### src/rtl/video_sync_receiver.sv
// rtl/video_sync_receiver.sv - measures, locks to and recovers coordinates from an incoming sync raster
// Ports: in_vga_clk/in_reset_n clock and sync active-low reset; in_h_sync/in_v_sync/in_blank_n raster in;
//        out_pixel_x/y/valid recovered coordinates; out_frame_start vsync-fall pulse; out_locked status;
//        out_sync_error lock-loss pulse; out_h_total/out_h_active/out_v_total/out_v_active measurements.
module video_sync_receiver #(
    parameter int lock_frames = 2,
    parameter int h_timeout   = 4095
) (
    input  logic        in_vga_clk,
    input  logic        in_reset_n,
    input  logic        in_h_sync,
    input  logic        in_v_sync,
    input  logic        in_blank_n,
    output logic [9:0]  out_pixel_x,
    output logic [9:0]  out_pixel_y,
    output logic        out_pixel_valid,
    output logic        out_frame_start,
    output logic        out_locked,
    output logic        out_sync_error,
    output logic [10:0] out_h_total,
    output logic [10:0] out_h_active,
    output logic [9:0]  out_v_total,
    output logic [9:0]  out_v_active
);
    typedef enum logic [1:0] {ST_SEARCH, ST_MEASURE, ST_LOCKED} state_t;

    localparam logic [3:0]  LOCK_N = 4'(lock_frames);
    localparam logic [11:0] TO_N   = 12'(h_timeout);

    state_t      state_q, state_d;
    logic        s1_h_q, s1_v_q, s1_b_q, s2_h_q, s2_v_q, s2_b_q;
    logic [10:0] h_cnt_q, h_cnt_d, run_len_q, run_len_d;
    logic [11:0] idle_q, idle_d;
    logic [9:0]  line_cnt_q, line_cnt_d, run_cnt_q, run_cnt_d, y_cnt_q, y_cnt_d;
    logic [10:0] frame_h_q, frame_h_d, frame_r_q, frame_r_d;
    logic        fh_seen_q, fh_seen_d, fr_seen_q, fr_seen_d;
    logic        cons_q, cons_d, full_q, full_d, h_seen_q, h_seen_d;
    logic [10:0] ref_h_q, ref_h_d, ref_r_q, ref_r_d;
    logic [9:0]  ref_vt_q, ref_vt_d, ref_va_q, ref_va_d;
    logic        ref_valid_q, ref_valid_d;
    logic [3:0]  match_q, match_d;
    logic [9:0]  x_q, x_d, y_q, y_d, vt_q, vt_d, va_q, va_d;
    logic [10:0] ht_q, ht_d, ha_q, ha_d;
    logic        valid_q, fs_q, locked_q, locked_d, err_q, err_d;

    logic        hfall, vfall, bfall, timeout, frame_ok, frame_eq;
    logic [10:0] line_total, cur_r;

    // Edges are taken between stage 1 and its delayed copy, so every output is two clocks behind the pins.
    assign hfall      = s2_h_q & ~s1_h_q;
    assign vfall      = s2_v_q & ~s1_v_q;
    assign bfall      = s2_b_q & ~s1_b_q;
    assign line_total = (h_cnt_q == 11'h7FF) ? 11'h7FF : h_cnt_q + 11'd1;
    assign cur_r      = fr_seen_q ? frame_r_q : 11'd0;
    // A frame is only trustworthy if it began at a vsync fall and every line in it had a real predecessor.
    assign frame_ok   = full_q & fh_seen_q;
    assign frame_eq   = (frame_h_q == ref_h_q) && (cur_r == ref_r_q) &&
                        (line_cnt_q == ref_vt_q) && (run_cnt_q == ref_va_q);

    always_comb begin
        h_cnt_d    = hfall ? 11'd0 : ((h_cnt_q == 11'h7FF) ? h_cnt_q : h_cnt_q + 11'd1);
        idle_d     = hfall ? 12'd0 : ((idle_q == 12'hFFF) ? idle_q : idle_q + 12'd1);
        // Fires only on the cycle the idle count arrives at the limit, so a long dropout reports once.
        timeout    = (idle_d == TO_N) && (idle_q != TO_N);
        run_len_d  = run_len_q;
        if (s1_b_q) begin
            run_len_d = !s2_b_q ? 11'd1 : ((run_len_q == 11'h7FF) ? run_len_q : run_len_q + 11'd1);
        end
        // A sync/run edge coinciding with vsync fall belongs to the new frame.
        line_cnt_d = vfall ? {9'd0, hfall} : line_cnt_q + {9'd0, hfall};
        run_cnt_d  = vfall ? {9'd0, bfall} : run_cnt_q + {9'd0, bfall};
        y_cnt_d    = vfall ? 10'd0 : (bfall && y_cnt_q != 10'h3FF) ? y_cnt_q + 10'd1 : y_cnt_q;
        h_seen_d   = h_seen_q | hfall;

        fh_seen_d  = vfall ? 1'b0 : fh_seen_q;
        fr_seen_d  = vfall ? 1'b0 : fr_seen_q;
        cons_d     = vfall ? 1'b1 : cons_q;
        full_d     = vfall ? 1'b1 : full_q;
        frame_h_d  = frame_h_q;
        frame_r_d  = frame_r_q;
        if (hfall) begin
            if (!h_seen_q) full_d = 1'b0;
            if (!fh_seen_d) begin
                frame_h_d = line_total;
                fh_seen_d = 1'b1;
            end else if (line_total != frame_h_q) begin
                cons_d = 1'b0;
            end
        end
        if (bfall) begin
            if (!fr_seen_d) begin
                frame_r_d = run_len_q;
                fr_seen_d = 1'b1;
            end else if (run_len_q != frame_r_q) begin
                cons_d = 1'b0;
            end
        end
        if (timeout) full_d = 1'b0;

        ht_d = ht_q;
        ha_d = ha_q;
        vt_d = vt_q;
        va_d = va_q;
        if (vfall && frame_ok) begin
            ht_d = frame_h_q;
            ha_d = cur_r;
            vt_d = line_cnt_q;
            va_d = run_cnt_q;
        end

        x_d = (s1_b_q && s2_b_q) ? ((x_q == 10'h3FF) ? x_q : x_q + 10'd1) : 10'd0;
        y_d = s1_b_q ? y_cnt_d : 10'd0;
    end

    always_comb begin
        state_d     = state_q;
        match_d     = match_q;
        ref_h_d     = ref_h_q;
        ref_r_d     = ref_r_q;
        ref_vt_d    = ref_vt_q;
        ref_va_d    = ref_va_q;
        ref_valid_d = ref_valid_q;
        err_d       = 1'b0;
        case (state_q)
            ST_SEARCH: begin
                if (vfall) begin
                    state_d     = ST_MEASURE;
                    match_d     = 4'd0;
                    ref_valid_d = 1'b0;
                end
            end
            ST_MEASURE: begin
                if (vfall) begin
                    match_d     = (frame_ok && cons_q && ref_valid_q && frame_eq) ? match_q + 4'd1 : 4'd0;
                    ref_h_d     = frame_h_q;
                    ref_r_d     = cur_r;
                    ref_vt_d    = line_cnt_q;
                    ref_va_d    = run_cnt_q;
                    ref_valid_d = frame_ok;
                    if (match_d == LOCK_N) state_d = ST_LOCKED;
                end
            end
            default: begin
                if ((hfall && line_total != ref_h_q) || (bfall && run_len_q != ref_r_q)) begin
                    state_d = ST_MEASURE;
                    match_d = 4'd0;
                    err_d   = 1'b1;
                end
            end
        endcase
        // Timeout overrides any same-cycle mismatch and yields at most one error pulse.
        if (timeout) begin
            state_d     = ST_SEARCH;
            match_d     = 4'd0;
            ref_valid_d = 1'b0;
            err_d       = (state_q == ST_LOCKED);
        end
        locked_d = (state_d == ST_LOCKED);
    end

    always_ff @(posedge in_vga_clk) begin
        if (!in_reset_n) begin
            state_q <= ST_SEARCH;
            {s1_h_q, s1_v_q, s1_b_q, s2_h_q, s2_v_q, s2_b_q} <= '0;
            h_cnt_q <= '0;     idle_q <= '0;      run_len_q <= '0;
            line_cnt_q <= '0;  run_cnt_q <= '0;   y_cnt_q <= '0;
            frame_h_q <= '0;   frame_r_q <= '0;   fh_seen_q <= 1'b0;
            fr_seen_q <= 1'b0; cons_q <= 1'b0;    full_q <= 1'b0;
            h_seen_q <= 1'b0;  ref_h_q <= '0;     ref_r_q <= '0;
            ref_vt_q <= '0;    ref_va_q <= '0;    ref_valid_q <= 1'b0;
            match_q <= '0;     x_q <= '0;         y_q <= '0;
            ht_q <= '0;        ha_q <= '0;        vt_q <= '0;
            va_q <= '0;        valid_q <= 1'b0;   fs_q <= 1'b0;
            locked_q <= 1'b0;  err_q <= 1'b0;
        end else begin
            state_q <= state_d;
            s1_h_q <= in_h_sync; s1_v_q <= in_v_sync; s1_b_q <= in_blank_n;
            s2_h_q <= s1_h_q;    s2_v_q <= s1_v_q;    s2_b_q <= s1_b_q;
            h_cnt_q <= h_cnt_d;       idle_q <= idle_d;       run_len_q <= run_len_d;
            line_cnt_q <= line_cnt_d; run_cnt_q <= run_cnt_d; y_cnt_q <= y_cnt_d;
            frame_h_q <= frame_h_d;   frame_r_q <= frame_r_d; fh_seen_q <= fh_seen_d;
            fr_seen_q <= fr_seen_d;   cons_q <= cons_d;       full_q <= full_d;
            h_seen_q <= h_seen_d;     ref_h_q <= ref_h_d;     ref_r_q <= ref_r_d;
            ref_vt_q <= ref_vt_d;     ref_va_q <= ref_va_d;   ref_valid_q <= ref_valid_d;
            match_q <= match_d;       x_q <= x_d;             y_q <= y_d;
            ht_q <= ht_d;             ha_q <= ha_d;           vt_q <= vt_d;
            va_q <= va_d;             valid_q <= s1_b_q;      fs_q <= vfall;
            locked_q <= locked_d;     err_q <= err_d;
        end
    end

    assign out_pixel_x     = x_q;
    assign out_pixel_y     = y_q;
    assign out_pixel_valid = valid_q;
    assign out_frame_start = fs_q;
    assign out_locked      = locked_q;
    assign out_sync_error  = err_q;
    assign out_h_total     = ht_q;
    assign out_h_active    = ha_q;
    assign out_v_total     = vt_q;
    assign out_v_active    = va_q;
endmodule

### config.mk
export PLATFORM = sky130hd
export DESIGN_NAME = video_sync_receiver
export DESIGN_NICKNAME = d
export VERILOG_FILES = /design/src/rtl/video_sync_receiver.sv
export SDC_FILE = /design/constraint.sdc
export NUM_CORES = 1
export LEC_CHECK = 0
export BUFFER_PORTS_ARGS = -buffer_cell sky130_fd_sc_hd__buf_4
export CORE_MARGIN = 1
export CORE_UTILIZATION = 35
export DETAILED_ROUTE_END_ITERATION = 10
export SLEW_MARGIN = 10
export SYNTH_ARGS = -nofsm -noshare
export SYNTH_HDL_FRONTEND = slang
export SYNTH_SLANG_ARGS = --single-unit
### constraint.sdc
create_clock -name in_vga_clk -period 6.6 [get_ports in_vga_clk]
set_clock_uncertainty 0.05 [all_clocks]
set_input_delay 0.33 -clock in_vga_clk [delete_from_list [all_inputs] [get_ports in_vga_clk]]
set_output_delay 0.33 -clock in_vga_clk [all_outputs]
set_load 0.1 [all_outputs]
==> impl_metrics.toml, run 1 <==
[setup_path]
worstSetupEndpointType = "register"
crit_start = "h_cnt_q[0]"
worstPathMaxFanout = 10
critPathKind = "register to register"
crit_required_ns = 6.96
crit_path_start_kind = "register"
cp.arrival_ns = 3.44
timing.rr.start = "h_cnt_q[0]"

[detailed_routing]
wl_met2_um = 10500
vias_per_cell = 5.19
drtIter0Drc = 508
drt-pass1-iter-count = 5
detail_route.wl_per_cell_um = 14.9
top_layer_used = "met4"
wl_met1_um = 11200
drcViolationCount = 0
wl_um = 23400
vias = 8151
ant_nets = 0
wl_met3_um = 1260

[power]
leakagePower_nw = 4.07
switching_share = 0.229
clkPwrFrac = 0.487
switching_power_mw = 0.624
vdd_ir_drop_max_mv = 0.124
power_density_nw_per_um2 = 244
internal-power_mw = 2.09
share_comb_of_total_power = 0.035
p_seq_frac = 0.478

[place]
place_congestion = 0.908
dp_hpwl_um = 15700
io_buffers = 70

[sta]
finalHoldViolCount = 1
fin_crit_sh = 0.466
fmax_ghz = 0.325
period_needed_ns = 3.08
maxSlewViolCount = 0
setup_viol = 0
hold_ws_ns = -0.00356
tns_ns = 0
max_slew_margin = 0.323
rsz0062_at_grt = "false"
worst_pin_slew_ns = 1.01

[logic_synthesis]
ys_types = 66
ys.flop_type = "dfxtp_1"
synth_seq_cells = 211
synthTopCellsByArea = "dfxtp_1, nand2_1, a21oi_1"
post-synth-top-count-cell = "nand2_1"
syn_nets = 1208
syn_inst = 1193
synth_top_area_share = 0.436
synth_edf_count = 0
synthArstFlopShare = 0
seq_area_frac_synth = 0.436
syn_avg_cell_area_um2 = 8.12
yosysWarnings = 0
synthTopCellsByCount = "nand2_1, dfxtp_1, a21oi_1"
synth_largest_area_cell = "dfxtp_1"
syn_area_um2 = 9690

[cts]
worstSkewPairLatency_ns = 0.53
clk_pin_slew_ns = 0.06
htreeDepth = 1
cts_root_buf = "clkbuf_16"
postCtsSetupBuffers = 0
cts_made_buffers = 25
cts_tree = "built"
clock-sinks = 211
cts_max_path_buffers = 3

[grt]
grt_pass1_wl_um = 38900
grt_max_degree = 77
grt_pass1_vias = 7580
overflow = 0
track_usage = 0.165
antenna_found_initial = 0

[layout]
fillers = 2762
regMostFlops = "idle_q"
nets = 1226
drive_above_1_share = 0.104
largest_reg_flops = 12
areaGrowthSynthToFinish_pct = 15.1
diodes = 0
utilization = 0.413

[min_path]
hp-class = "input port to register"
worstHoldStart = "in_v_sync"

[floorplanning]
coreArea_um2 = 27000
die_area_um2 = 28300
die_h_um = 168
initial_core_util = 0.358
die_w_um = 168
io_pins = 71
fp-row-count = 60

[run]
cap_violations = 0

[status]
violations = "negative hold slack"
status = "finished, violations left"
## cells by family (layout without fill, tap and decap cells)
kind of cell / Yosys count / in the layout / share of synthesized area
buf+inv: 107 / 144 / 0.0442
compound gates: 220 / 220 / 0.133
fa+ha+maj: 10 / 10 / 0.0129
flops: 211 / 211 / 0.436
simple gates: 509 / 509 / 0.247
xor+xnor: 113 / 113 / 0.103
mux: 23 / 23 / 0.0242
## power by group through the flow
stage                     clock, mW  combinational (mW)  sequential, mW
after floorplan                   0              0.0735            1.32
after global placement            0              0.0926            1.33
after detailed placement          0              0.0933            1.33
after CTS                      1.36              0.0944            1.30
after global routing           1.42               0.104            1.30
final                          1.32              0.0940            1.30
## critical path, stage by stage, from the launching register on
cell and delay, ns:
dfxtp_1 0.51, ha_1 0.45, nand4_1 0.24, or3_1 0.48, and2_4 0.21, xnor2_2 0.12, nor4_1 0.25, a41o_1 0.31
nor2_1 0.08, o31a_1 0.27
## path summary, 6_finish.rpt
kind	end	depth (start not counted)	slack (ns)
setup / recovery	state_q[0]	9	3.52
hold / removal	s1_v_q	2	-0.004
setup reg to reg	state_q[0]	9	3.52
hold reg to reg	s2_h_q	1	0.40
## stage by stage
| step | setup slack [ns] | cell area, um2 | instances | power (mW) | hold WS (ns) |
|---|---|---|---|---|---|
| after global routing | 3.30 | 11200 | 1571 | 2.83 | 0.00201 |
| after detailed placement | 3.53 | 10300 | 1523 | 1.42 | 0.392 |
| final | 3.52 | 11200 | 1571 | 2.72 | -0.00356 |
| after global placement | 3.61 | 10300 | 1523 | 1.42 | 0.388 |
| after CTS | 3.51 | 11200 | 1571 | 2.76 | 0.00512 |
| after floorplan | 4.05 | 9690 | 1193 | 1.40 | 0.370 |
## cell usage in the layout (no fill, tap or decap), drive strengths merged, types with 13 or more instances in the layout
| master | instances |
|---|---|
| nand4 | 35 |
| or3 | 13 |
| xnor2 | 52 |
| xor2 | 61 |
| inv | 19 |
| buf | 77 |
| o21ai | 31 |
| mux2i | 20 |
| nor2 | 105 |
| nor4 | 13 |
| nand3 | 51 |
| dfxtp | 211 |
| nand2 | 212 |
| clkbuf | 38 |
| nor3 | 24 |
| a21oi | 131 |
## what timing repair did
item	4_1_cts	5_1_grt
hold buffers	2	0
gates resized for setup	0	0
endpoints found under the hold margin	2	0
## metal layers
metal  GRT usage  vias up
met3      0.0291       36
met4      0.0427        0
met1       0.223     3833
li1            -     4115
met5           0        -
met2       0.270      167
## final cells by class
type                       instances  area, um2  area share
multi-input combinational        875       5040       0.452
clock inverter                     8       87.6     0.00785
inverter                          19       72.6     0.00651
clock buffer                      38        704      0.0632
tap                              341        427      0.0383
timing repair buffer              79        598      0.0536
sequential                       211       4220       0.379
No activity file was read; power rests on OpenSTA's default activity.
==> run 2, diff against run 1 <==
- clock period: 6.6 -> 3.2 ns (I/O delays scaled with it)
==> run 2 against run 1 <==
Compared with the run above:
- the run now ends clean
- sequential share of layout area fell by 0.68 points
- die area did not move
- register-to-register slack got worse by 3.3 ns
- cell area rose by 1.8%
- non-clock buffer count rose by 15
- utilization rose by 0.76 points
- critical path depth did not move
- wire length rose by 2.6%
- hold slack improved by 0.38 ns
- fmax rose by 3.0%
- sequential cell count did not move
- combinational power rose by 120%
==> impl_metrics.toml, run 2 (synthesized netlist as in run 1, its figures left out) <==
[status]
status = "finished, final reports clean"

[setup_path]
crit_start = "h_cnt_q[0]"
critical_path_buf_inv_count = 0
cp_cell_sequence = "ha_1 -> nand4_1 -> or3_1 -> and2_4 -> xnor2_2 -> nor4_1 -> a41o_1 -> nor2_1 -> o31a_1"
cpPeakStageDelay_ns = 0.51
crit_required_ns = 3.56
critical_path.slowest_cell = "dfxtp_1"
cp.arrival_ns = 3.34
crit_path_start_kind = "register"
worstSetupEndpointType = "register"
timing.rr.start = "h_cnt_q[0]"
critPathKind = "register to register"
cp_top_family = "simple AND/OR/NAND/NOR gates"
worstPathMaxFanout = 10

[layout]
areaGrowthSynthToFinish_pct = 17.3
final_common_cell = "nand2_1"
regMostFlops = "idle_q"
layout.cells.non_filler = 1584
largest_reg_flops = 12
regArea_um2 = 4220
fillers = 2698
diodes = 0
nets = 1241
multi_input_area_um2 = 5040
drive_above_1_share = 0.115
final_cell_mix = "nand2_1, dfxtp_1, a21oi_1"

[sta]
setup_viol = 0
fin_crit_sh = 0.933
maxSlewViolCount = 0
max_slew_margin = 0.402
rsz0062_at_grt = "false"
fmax_ghz = 0.335
worst_pin_slew_ns = 0.894
tns_ns = 0
period_needed_ns = 2.99
finalHoldViolCount = 0

[grt]
antenna_found_initial = 0
grt_pass1_wl_um = 39400
grt_max_degree = 68
track_usage = 0.169
overflow = 0
grt_pass1_vias = 7636

[detailed_routing]
vias = 8181
ant_nets = 0
vias_per_cell = 5.16
drtIter0Drc = 525
detail_route.wl_per_cell_um = 15.1
drcViolationCount = 0
wl_um = 24000
drt-pass1-iter-count = 5

[cts]
worstSkewPairLatency_ns = 0.52
cts_max_path_buffers = 3
clk_pin_slew_ns = 0.06
cts_tree = "built"
cts_root_buf = "clkbuf_16"
cts_made_buffers = 25
cts_resized = 0
clock-sinks = 211
htreeDepth = 1

[min_path]
worstHoldStart = "in_v_sync"
hp-class = "input port to register"

[floorplanning]
die_w_um = 168
initial_core_util = 0.358
die_h_um = 168
die_area_um2 = 28300
coreArea_um2 = 27000
fp-row-count = 60
io_pins = 71

[power]
leakagePower_nw = 4.18
power_density_nw_per_um2 = 511
vdd_ir_drop_max_mv = 0.384

[place]
io_buffers = 70
dp_cells = 1534
dp_hpwl_um = 16200
place_congestion = 0.895

[run]
cap_violations = 0
==> run 2: changes by cell type in the layout (fill, tap and decap cells not counted), sizes merged <==
| cell | previous run | this run |
|---|---|---|
| buf | 77 | 88 |
| dlygate4sd3 | 2 | 6 |
| clkbuf | 38 | 35 |
| bufinv | 1 | 3 |
| clkinv | 7 | 5 |
| clkinvlp | 0 | 1 |
==> run 2: power by group <==
part           internal [mW]  total, mW  switching [mW]
Sequential              2.65       2.68          0.0336
Clock                   1.81       2.92            1.11
Combinational         0.0695      0.204           0.134
==> run 2: area by class of cell <==
type / count / share of cell area
Clock buffer: 35 / 0.0637
Timing Repair Buffer: 94 / 0.0657
Clock inverter: 9 / 0.0111
Sequential cell: 211 / 0.372
Tap cell: 341 / 0.0376
Multi-Input combinational cell: 875 / 0.444
Inverter: 19 / 0.00639
==> run 2: stage by stage <==
step | total power, mW | hold WS (ns) | worst slack [ns] | cell area [um2] | utilization
after floorplan | 2.88 | 0.237 | 0.654 | 9690 | -
after global placement | 2.93 | 0.321 | 0.306 | 10400 | 0.387
after detailed placement | 2.94 | 0.323 | 0.260 | 10400 | 0.387
after CTS | 5.89 | 0.361 | 0.229 | 11400 | 0.420
after global routing | 6.01 | 0.401 | 0.0172 | 11400 | 0.420
final | 5.81 | 0.376 | 0.213 | 11400 | 0.420
==> run 2: per-layer routing <==
metal  global-route usage  share of wire  vias up
li1                     -              -     4149
met1                0.224           0.47     3810
met2                0.282           0.46      185
met3               0.0303          0.054       37
met4               0.0482          0.020        0
met5                    0              0        -
==> run 2: final timing paths <==
| path | to | cells past startpoint | slack, ns |
|---|---|---|---|
| setup / recovery | state_q[0] | 9 | 0.21 |
| hold / removal | s1_v_q | 3 | 0.38 |
| setup reg to reg | state_q[0] | 9 | 0.21 |
| hold reg to reg | out_h_total[1] | 2 | 0.40 |
==> run 2: timing repair <==
action / 4_1_cts / 5_1_grt
buffers inserted: 0 / 0
hold endpoints to repair: 7 / 0
hold buffers: 6 / 0
==> run 2: worst register-to-register path, delay by kind of cell (launching register included) <==
kind / cells / cell delay [ns]
flops: 1 / 0.51
fa+ha+maj: 1 / 0.45
compound gates: 2 / 0.59
simple gates: 5 / 1.16
xor+xnor: 1 / 0.12
